<file path="src/rtl/ram_pkg.sv">
// ram_pkg: read/write select encoding shared by the scratch memory and its users.
package ram_pkg;
  localparam logic RW_READ  = 1'b0;
  localparam logic RW_WRITE = 1'b1;
endpackage

</file>
<file path="src/rtl/ram.sv">
// ram: single-port scratch memory with registered read data and synchronous active-low clear.
module ram
  import ram_pkg::*;
#(
  parameter int WIDTH = 8,
  parameter int ADDR  = 4
) (
  input  logic             i_clk,
  input  logic             i_rst,
  input  logic [ADDR-1:0]  i_addr,
  input  logic             i_rw,
  input  logic             i_wen,
  input  logic [WIDTH-1:0] i_data,
  output logic [WIDTH-1:0] o_data
);
  localparam int DEPTH = 1 << ADDR;
  logic [WIDTH-1:0] mem_q [DEPTH];
  logic [WIDTH-1:0] data_q;
  // Read data only updates in read mode, so it holds across any write-mode cycles.
  always_ff @(posedge i_clk) begin
    if (!i_rst) begin
      for (int i = 0; i < DEPTH; i++) mem_q[i] <= '0;
      data_q <= '0;
    end else if (i_rw == RW_WRITE) begin
      if (i_wen) mem_q[i_addr] <= i_data;
    end else begin
      data_q <= mem_q[i_addr];
    end
  end
  assign o_data = data_q;
endmodule

</file>
<file path="config.mk">
export PLATFORM = sky130hd
export DESIGN_NAME = ram
export DESIGN_NICKNAME = d
export VERILOG_FILES = /design/src/rtl/ram_pkg.sv /design/src/rtl/ram.sv
export SDC_FILE = /design/constraint.sdc
export NUM_CORES = 1
export LEC_CHECK = 0
export ABC_AREA = 0
export CELL_PAD_IN_SITES_DETAIL_PLACEMENT = 1
export CELL_PAD_IN_SITES_GLOBAL_PLACEMENT = 1
export CORE_MARGIN = 8
export CORE_UTILIZATION = 50
export CTS_CLUSTER_DIAMETER = 80
export CTS_CLUSTER_SIZE = 14
export DETAILED_ROUTE_END_ITERATION = 10
export GPL_ROUTABILITY_DRIVEN = 0
export GPL_TIMING_DRIVEN = 0
export PLACE_DENSITY = 0.85
export SLEW_MARGIN = 20
export SYNTH_ARGS = -nofsm -noshare
export SYNTH_HDL_FRONTEND = slang
export SYNTH_SLANG_ARGS = --single-unit
</file>
<file path="constraint.sdc">
create_clock -name i_clk -period 3.4 [get_ports i_clk]
set_input_delay 0.68 -clock i_clk [delete_from_list [all_inputs] [get_ports i_clk]]
set_output_delay 0.68 -clock i_clk [all_outputs]
set_load 0.01 [all_outputs]
</file>
Word-level counts from Yosys, hierarchy flattened
Memory sizes are Yosys's and may differ from the RTL's. A register that Yosys moved wholly into a read port is not among the register bits.
Cells that the tools add are included.
{"block": "totals", "ff_bits": 0, "ram_bits": 128, "input_bits": 16, "out_inout_bits": 8, "word_cells": 12, "memories": 1}
{"name": "mem_q", "words": 16, "width": 8, "rd": 1, "rd_clocked_by_memory_dff": 1, "wr": 16, "line": "ram.sv:17", "source": "logic [WIDTH-1:0] mem_q [DEPTH];"}
{"block": "classes", "muxes": 8, "n_reduce_logical": 3}
{"op": "$mux 8", "n": 1}
{"op": "$reduce_or 8->1", "n": 1}
{"op": "$mux 1", "n": 6}
{"op": "$mux 4", "n": 1}
{"op": "$logic_not 1->1", "n": 2}

Longest topological paths before layout
Gate-level depths: netlist (run 1).
{"block": "logic_depth", "depth_word": 6, "depth_mapped": 6, "depth_no_buf": 4}

Worst setup path before layout (run 1)
Ideal clock, no wire load.
{"block": "synth_timing", "path_kind": "input port to flip-flop", "start": "in i_addr[3]", "end": "mem mem_q[7][0], enable pin", "setup_ns": 0.384, "arrival_ns": 1.911, "path_slack_ns": 1.105, "cell_stages": 4, "n_path_buf": 2, "path_cell_list": "buf_2 buf_6 nand2b_1 o21ai_0"}
{"item": "from (decl)", "line": "ram.sv:10", "source": "input logic [ADDR-1:0] i_addr,"}
{"item": "to (decl)", "line": "ram.sv:17"}

==> out/qor.csv, run 1 <==
metric;value;unit
finalCritPeriodShare;0.794;
cts_htree_levels;4;
postSynthCellCount;443;
detail_route.iter0.violations;398;
postCtsSetupRepairBufs;0;
fraction_of_synthesis_flops_using_an_asynchronous_set_or_reset_pin;0;
dieWidth;129;um
hold_viol;0;
clock_tree.root_cell;clkbuf_16;
yosysTopAreaCell;edfxtp_1;
required_time_at_the_worst_slack_endpoint;3.47;ns
vias_per_cell;6.03;
diodes;0;
post_cts_gate_resize_count;0;
min-delay-path-class;flop to flop;
worstSetupPathType;input pin to flop;
route.layer.met1.wl;7270;um
ys.flop_type;edfxtp_1;
worstMarginPinSlew;0.926;ns
dr.pass1.iters;5;
path_clk_slew;0.06;ns
final_cell_count_no_fill;667;
yosysSeqAreaShare;0.630;
dieArea;16600;um2
met2_length;9490;um
number_of_buffers_added_by_the_clock_tree_synthesis_step;17;
floorplan.core_area;12500;um2
sum_of_overflow_across_all_layers_after_global_routing;0;
wire_per_inst;28.0;um
critical_path_peak_fanout;9;
syn_area;6350;um2
die_y;129;um
synth_top_cells_by_area;edfxtp_1 (61%), and2_1 (13%), mux2i_1 (6.3%);
cts_sinks;136;
drt.antenna.violating_nets;0;
fin_worst_hold_slack;0.668;ns
grt_setup_unrepaired;false;
worst_slew_margin_rel;0.378;
timing.clock.skew;0.00968;ns
critPathLaunchType;input pin;
largest_net_degree_at_the_start_of_global_routing;17;
wl_met3;1340;um
grt_util_all_layers;0.236;
postSynthRegisterBits;136;
max-clock-path-buffers;2;
clock_latency_late_sink;0.42;ns
vias;4020;
final-setup-viol-count;0;
power_density;571;nW/um2
ioPinCount;24;
synth_edf_count;128;
final_net_count;498;
layout_cells_sized_above_1;0.156;
syn_nets;459;
grt_pass1_vias;4375;
route.top_layer_used;met4;
rows;41;
syn_to_final_growth;16.1;%
synth.yosys.warnings;0;
cap_violations;0;
fmax;370;MHz
finalPower;0.00421;W
dpl.hpwl;11900;um
synth_top_area_frac;0.605;
grt_first_pass_wirelength;27600;um
antenna_found_initial;0;
outcome;finished clean;
finalMaxSlewViolations;0;
crit_arrival;2.77;ns
cts_tree;done;
synth_area_per_cell;14.3;um2
vdd_drop_max;340;uV
port_buffers;20;
cellLeakagePower;2.62;nW
cts.hold.buffers_added;0;
initial_utilization;0.507;
netlist-cell-type-count;32;
drc_errors;0;
setup_total_negative_slack;0;ns
route.final.wire_length;18600;um
numPlacedInstances;635;
period_needed;2.70;ns
setup.worst_path.end_class;flop;
==> cells by family after synthesis <==
logic type	count (synthesis)	share of synthesized area
AND/OR/NAND/NOR	182	0.183
buffers and inverters	25	0.0256
AO/OA/AOI/OAI	44	0.0410
multiplexers	56	0.120
flip-flops	136	0.630
==> registers in the layout, summed over array words and instances (netlist names) <==
name	cells
o_data	8
mem_q	128
==> area by class of cell <==
cell class / instances / area [um2]
multi-input cells: 282 / 2180
clock inverters: 15 / 184
flip-flops and latches: 136 / 4000
repair buffers: 20 / 200
fillers: 1231 / 5140
plain buffers: 25 / 163
well taps: 172 / 215
clock buffers: 17 / 425
==> report_power, final <==
part | switching [W] | internal, W | leakage [nW] | total [W]
Sequential | 0.0000356 | 0.00192 | 1.28 | 0.00196
Clock | 0.000711 | 0.00121 | 0.283 | 0.00192
Combinational | 0.000211 | 0.000120 | 1.06 | 0.000332
==> worst paths after layout <==
check	startpoint	endpoint	cells past startpoint	slack (ns)
worst max register to register	mem_q[3][0]	o_data[0]	3	1.84
worst min register to register	o_data[1]	o_data[1]	3	0.67
worst min-delay path	o_data[1]	o_data[1]	3	0.67
worst max-delay path	i_rst	mem_q[2][6]	5	0.70
==> through the flow <==
stage	util	setup WS [ns]	cell area, um2
floorplan	-	1.10	6350
global placement	0.541	0.136	6770
detailed placement	0.541	0.127	6770
CTS	0.589	0.388	7380
global route	0.589	0.586	7380
finish	0.589	0.700	7380
==> cell usage in the layout (no fill, tap or decap), drive strengths merged <==
cell type and n:
a21oi 8, and2 128, and2b 1, and3 1, and3b 1, buf 14, bufinv 4, clkbuf 28
clkdlybuf4s50 20, clkinv 6, clkinvlp 5, dfxtp 8, edfxtp 128, mux2i 40, mux4 16, nand2 3
nand2b 15, nand3 3, nand3b 2, nor2 21, nor2b 1, nor3 4, o21ai 20, o22ai 8
o311ai 8, or2 1, or3b 1
==> routing by layer <==
metal / track usage / up-vias
met5: 0 / -
met4: 0.0974 / 0
met3: 0.0534 / 46
met2: 0.400 / 188
met1: 0.285 / 2081
li1: - / 1705
==> worst max-delay path, stage by stage <==
cell,delay (ns)
clkdlybuf4s50_1,0.72
and3_1,0.27
nand2_1,0.23
nor3_2,0.45
nand2b_1,0.42
==> synthesized netlist by cell type (2+ instances only) <==
master    count
dfxtp_1       8
clkbuf_1     11
nor3_4        3
o311ai_1      2
nand3b_1      2
buf_6         5
nor2_1       12
o311ai_0      6
buf_2         4
o21ai_0      20
and2_1      128
nor2_2        9
edfxtp_1    128
nand2b_1     15
mux4_2       16
o22ai_1       8
a21oi_1       8
buf_4         4
mux2i_1      40
nand2_1       2
No activity file was read; power rests on OpenSTA's default activity.
==> inputs of run 2 (changes only) <==
--- a/config.mk
+++ b/config.mk
@@ -9,13 +9,13 @@
 export CELL_PAD_IN_SITES_DETAIL_PLACEMENT = 1
 export CELL_PAD_IN_SITES_GLOBAL_PLACEMENT = 1
 export CORE_MARGIN = 8
-export CORE_UTILIZATION = 50
+export CORE_UTILIZATION = 46
 export CTS_CLUSTER_DIAMETER = 80
 export CTS_CLUSTER_SIZE = 14
 export DETAILED_ROUTE_END_ITERATION = 10
 export GPL_ROUTABILITY_DRIVEN = 0
 export GPL_TIMING_DRIVEN = 0
-export PLACE_DENSITY = 0.85
+export PLACE_DENSITY = 0.82
 export SLEW_MARGIN = 20
 export SYNTH_ARGS = -nofsm -noshare
 export SYNTH_HDL_FRONTEND = slang
==> constraint.sdc (replaced) <==
create_clock -name i_clk -period 2.4 [get_ports i_clk]
set_input_delay 0.48 -clock i_clk [delete_from_list [all_inputs] [get_ports i_clk]]
set_output_delay 0.48 -clock i_clk [all_outputs]
set_load 0.01 [all_outputs]
==> run 2 against run 1 <==
Against the previous run:
- the run now ends with negative setup slack left
- critical path depth is 1 lower
- clock skew increased by 0.00051 ns
- via count shrank 0.85%
- hold slack worse by 0.048 ns
- clock power is 36% higher
- register-to-register slack got worse by 0.91 ns
- global-route usage decreased by 2.1 points
- sequential power up 41%
- sequential share of layout area increased by 0.055 points
- total power increased by 39%
- first-iteration DRC count is 15% higher
- critical path type unchanged
- largest power group unchanged
==> out/qor.csv, run 2 (synthesis gave the netlist of run 1 again) <==
metric;value;unit;change
crit_arrival;2.49;ns;-0.28 ns
dr.pass1.iters;5;;unchanged
worstSetupPathType;input pin to flop;;
cts_tree;done;;
registers.top_by_ff_count;mem_q;;
setup_slack;-0.0395;ns;-0.740 ns
cap_violations;0;;unchanged
dpl.hpwl;12100;um;+2.0%
critical_path.slowest_cell;o21ai_1;;
worst_path_dominant_cell_family;compound AO/OA/AOI/OAI gates;;
timing.clock.skew;0.0102;ns;+0.000508 ns
postCtsSetupRepairBufs;0;;unchanged
finalMaxSlewViolations;0;;unchanged
ff_latch_area;4000;um2;unchanged
die_y;134;um;+3.7%
floorplan.core_area;13700;um2;+9.2%
cts.hold.buffers_added;0;;unchanged
multi_input_comb_area;2200;um2;+0.92%
critical_path_cell_by_cell;clkdlybuf4s50_1, and3_1, nand3_2, o21ai_1;;
final_cell_count_no_fill;675;;+1.2%
fin_worst_hold_slack;0.620;ns;-0.0480 ns
antenna_found_initial;1;;+1
vias_per_cell;5.91;;-2.0%
numPlacedInstances;643;;+1.3%
period_needed;2.44;ns;
min-delay-path-class;flop to flop;;
vdd_drop_max;372;uV;+9.5%
diodes;0;;unchanged
post_place_setup_slack;-0.710;ns;-0.837 ns
syn_to_final_growth;16.0;%;
dieWidth;134;um;+3.7%
critical_path.n_buffers_inverters;1;;unchanged
critical_path_peak_fanout;8;;-1
final_net_count;498;;unchanged
largest_net_degree_at_the_start_of_global_routing;17;;unchanged
ioPinCount;24;;unchanged
cellLeakagePower;2.63;nW;+0.17%
route.final.wire_length;18300;um;-1.8%
hold_viol;0;;unchanged
drt.antenna.violating_nets;0;;unchanged
finalCritPeriodShare;1.02;;
largest_reg_flops;128;;unchanged
fillerInstances;1349;;+9.6%
rows;43;;+4.9%
drc_errors;0;;unchanged
number_of_buffers_added_by_the_clock_tree_synthesis_step;17;;unchanged
power_density;795;nW/um2;+39%
grt_first_pass_wirelength;27500;um;-0.45%
mostFrequentLayoutCells;and2_1 (128), edfxtp_1 (128), mux2i_1 (40), clkdlybuf4s50_1 (20), clkbuf_16 (17);;
clock_latency_late_sink;0.43;ns;about the same
finalPower;0.00586;W;+39%
layout_cells_sized_above_1;0.160;;+0.00404
critPathLaunchType;input pin;;
post-route-util;0.539;;-0.0501
path_clk_slew;0.05;ns;about the same
outcome;finished with violations;;
cts_sinks;136;;unchanged
fmax;410;MHz;
worst_path_max_stage_delay;0.76;ns;+0.04 ns
setup.worst_path.end_class;flop;;
max-clock-path-buffers;2;;unchanged
cts_htree_levels;4;;unchanged
final-setup-viol-count;17;;+17
detail_route.iter0.violations;459;;+15%
vias;3986;;-0.85%
port_buffers;20;;unchanged
grt_setup_unrepaired;true;;
initial_utilization;0.465;;-0.0426
sum_of_overflow_across_all_layers_after_global_routing;0;;unchanged
required_time_at_the_worst_slack_endpoint;2.45;ns;-1.02 ns
worstMarginPinSlew;0.856;ns;-0.0701 ns
grt_util_all_layers;0.214;;-0.0214
dieArea;17800;um2;+7.6%
clock_tree.root_cell;clkbuf_16;;
wire_per_inst;27.1;um;-2.9%
grt_pass1_vias;4348;;-0.62%
worst_slew_margin_rel;0.425;;+0.0471
violations;negative setup slack;;
## run 2: cell count changes in the layout (fill, tap and decap cells not counted), sizes merged
cell	previous run	this run
bufinv	4	3
clkinvlp	5	1
clkbuf	28	33
## run 2: worst reg2reg max path: stages, from the launching register on
cell	delay [ns]
edfxtp_1	0.37
mux2i_1	0.32
o21ai_0	0.16
o311ai_0	0.40
a21oi_1	0.08
## run 2: per-stage QoR
step / cell area (um2) / setup TNS (ns)
6_report: 7370 / -0.506
5_1_grt: 7370 / -1.37
4_1_cts: 7360 / -0.471
3_5_place_dp: 6780 / -55.14
3_3_place_gp: 6780 / -68.35
2_1_floorplan: 6350 / 0
## run 2: routing by layer
layer / global-route usage / routed length (um) / part of all wire
met3: 0.0640 / 1260 / 0.069
met5: 0 / 11 / 0.00060
met4: 0.0998 / 572 / 0.031
met2: 0.339 / 8890 / 0.49
met1: 0.265 / 7580 / 0.41
## run 2: cell type report
class | instances | share of cell area
plain buffers | 25 | 0.0221
well taps | 180 | 0.0306
clock buffers | 22 | 0.0603
repair buffers | 20 | 0.0272
multi-input cells | 282 | 0.299
clock inverters | 10 | 0.0173
flip-flops and latches | 136 | 0.543
## run 2: power breakdown
part | internal (W) | switching (W)
Sequential | 0.00272 | 0.0000491
Combinational | 0.000171 | 0.000295
Clock | 0.00162 | 0.000995
Total | 0.00452 | 0.00134
## run 2: path summary, 6_finish.rpt
kind,to,cells after the start,startpoint,slack [ns]
worst max-delay path,mem_q[7][7],4,i_rst,-0.04
worst min-delay path,o_data[2],3,o_data[2],0.62
worst max register to register,o_data[5],4,mem_q[12][5],0.93
worst min register to register,o_data[2],3,o_data[2],0.62
## run 2: what timing repair did
item	in CTS	in global routing
cloned	0	0
endpoints found under the setup margin	24	62
resized for setup	4	3
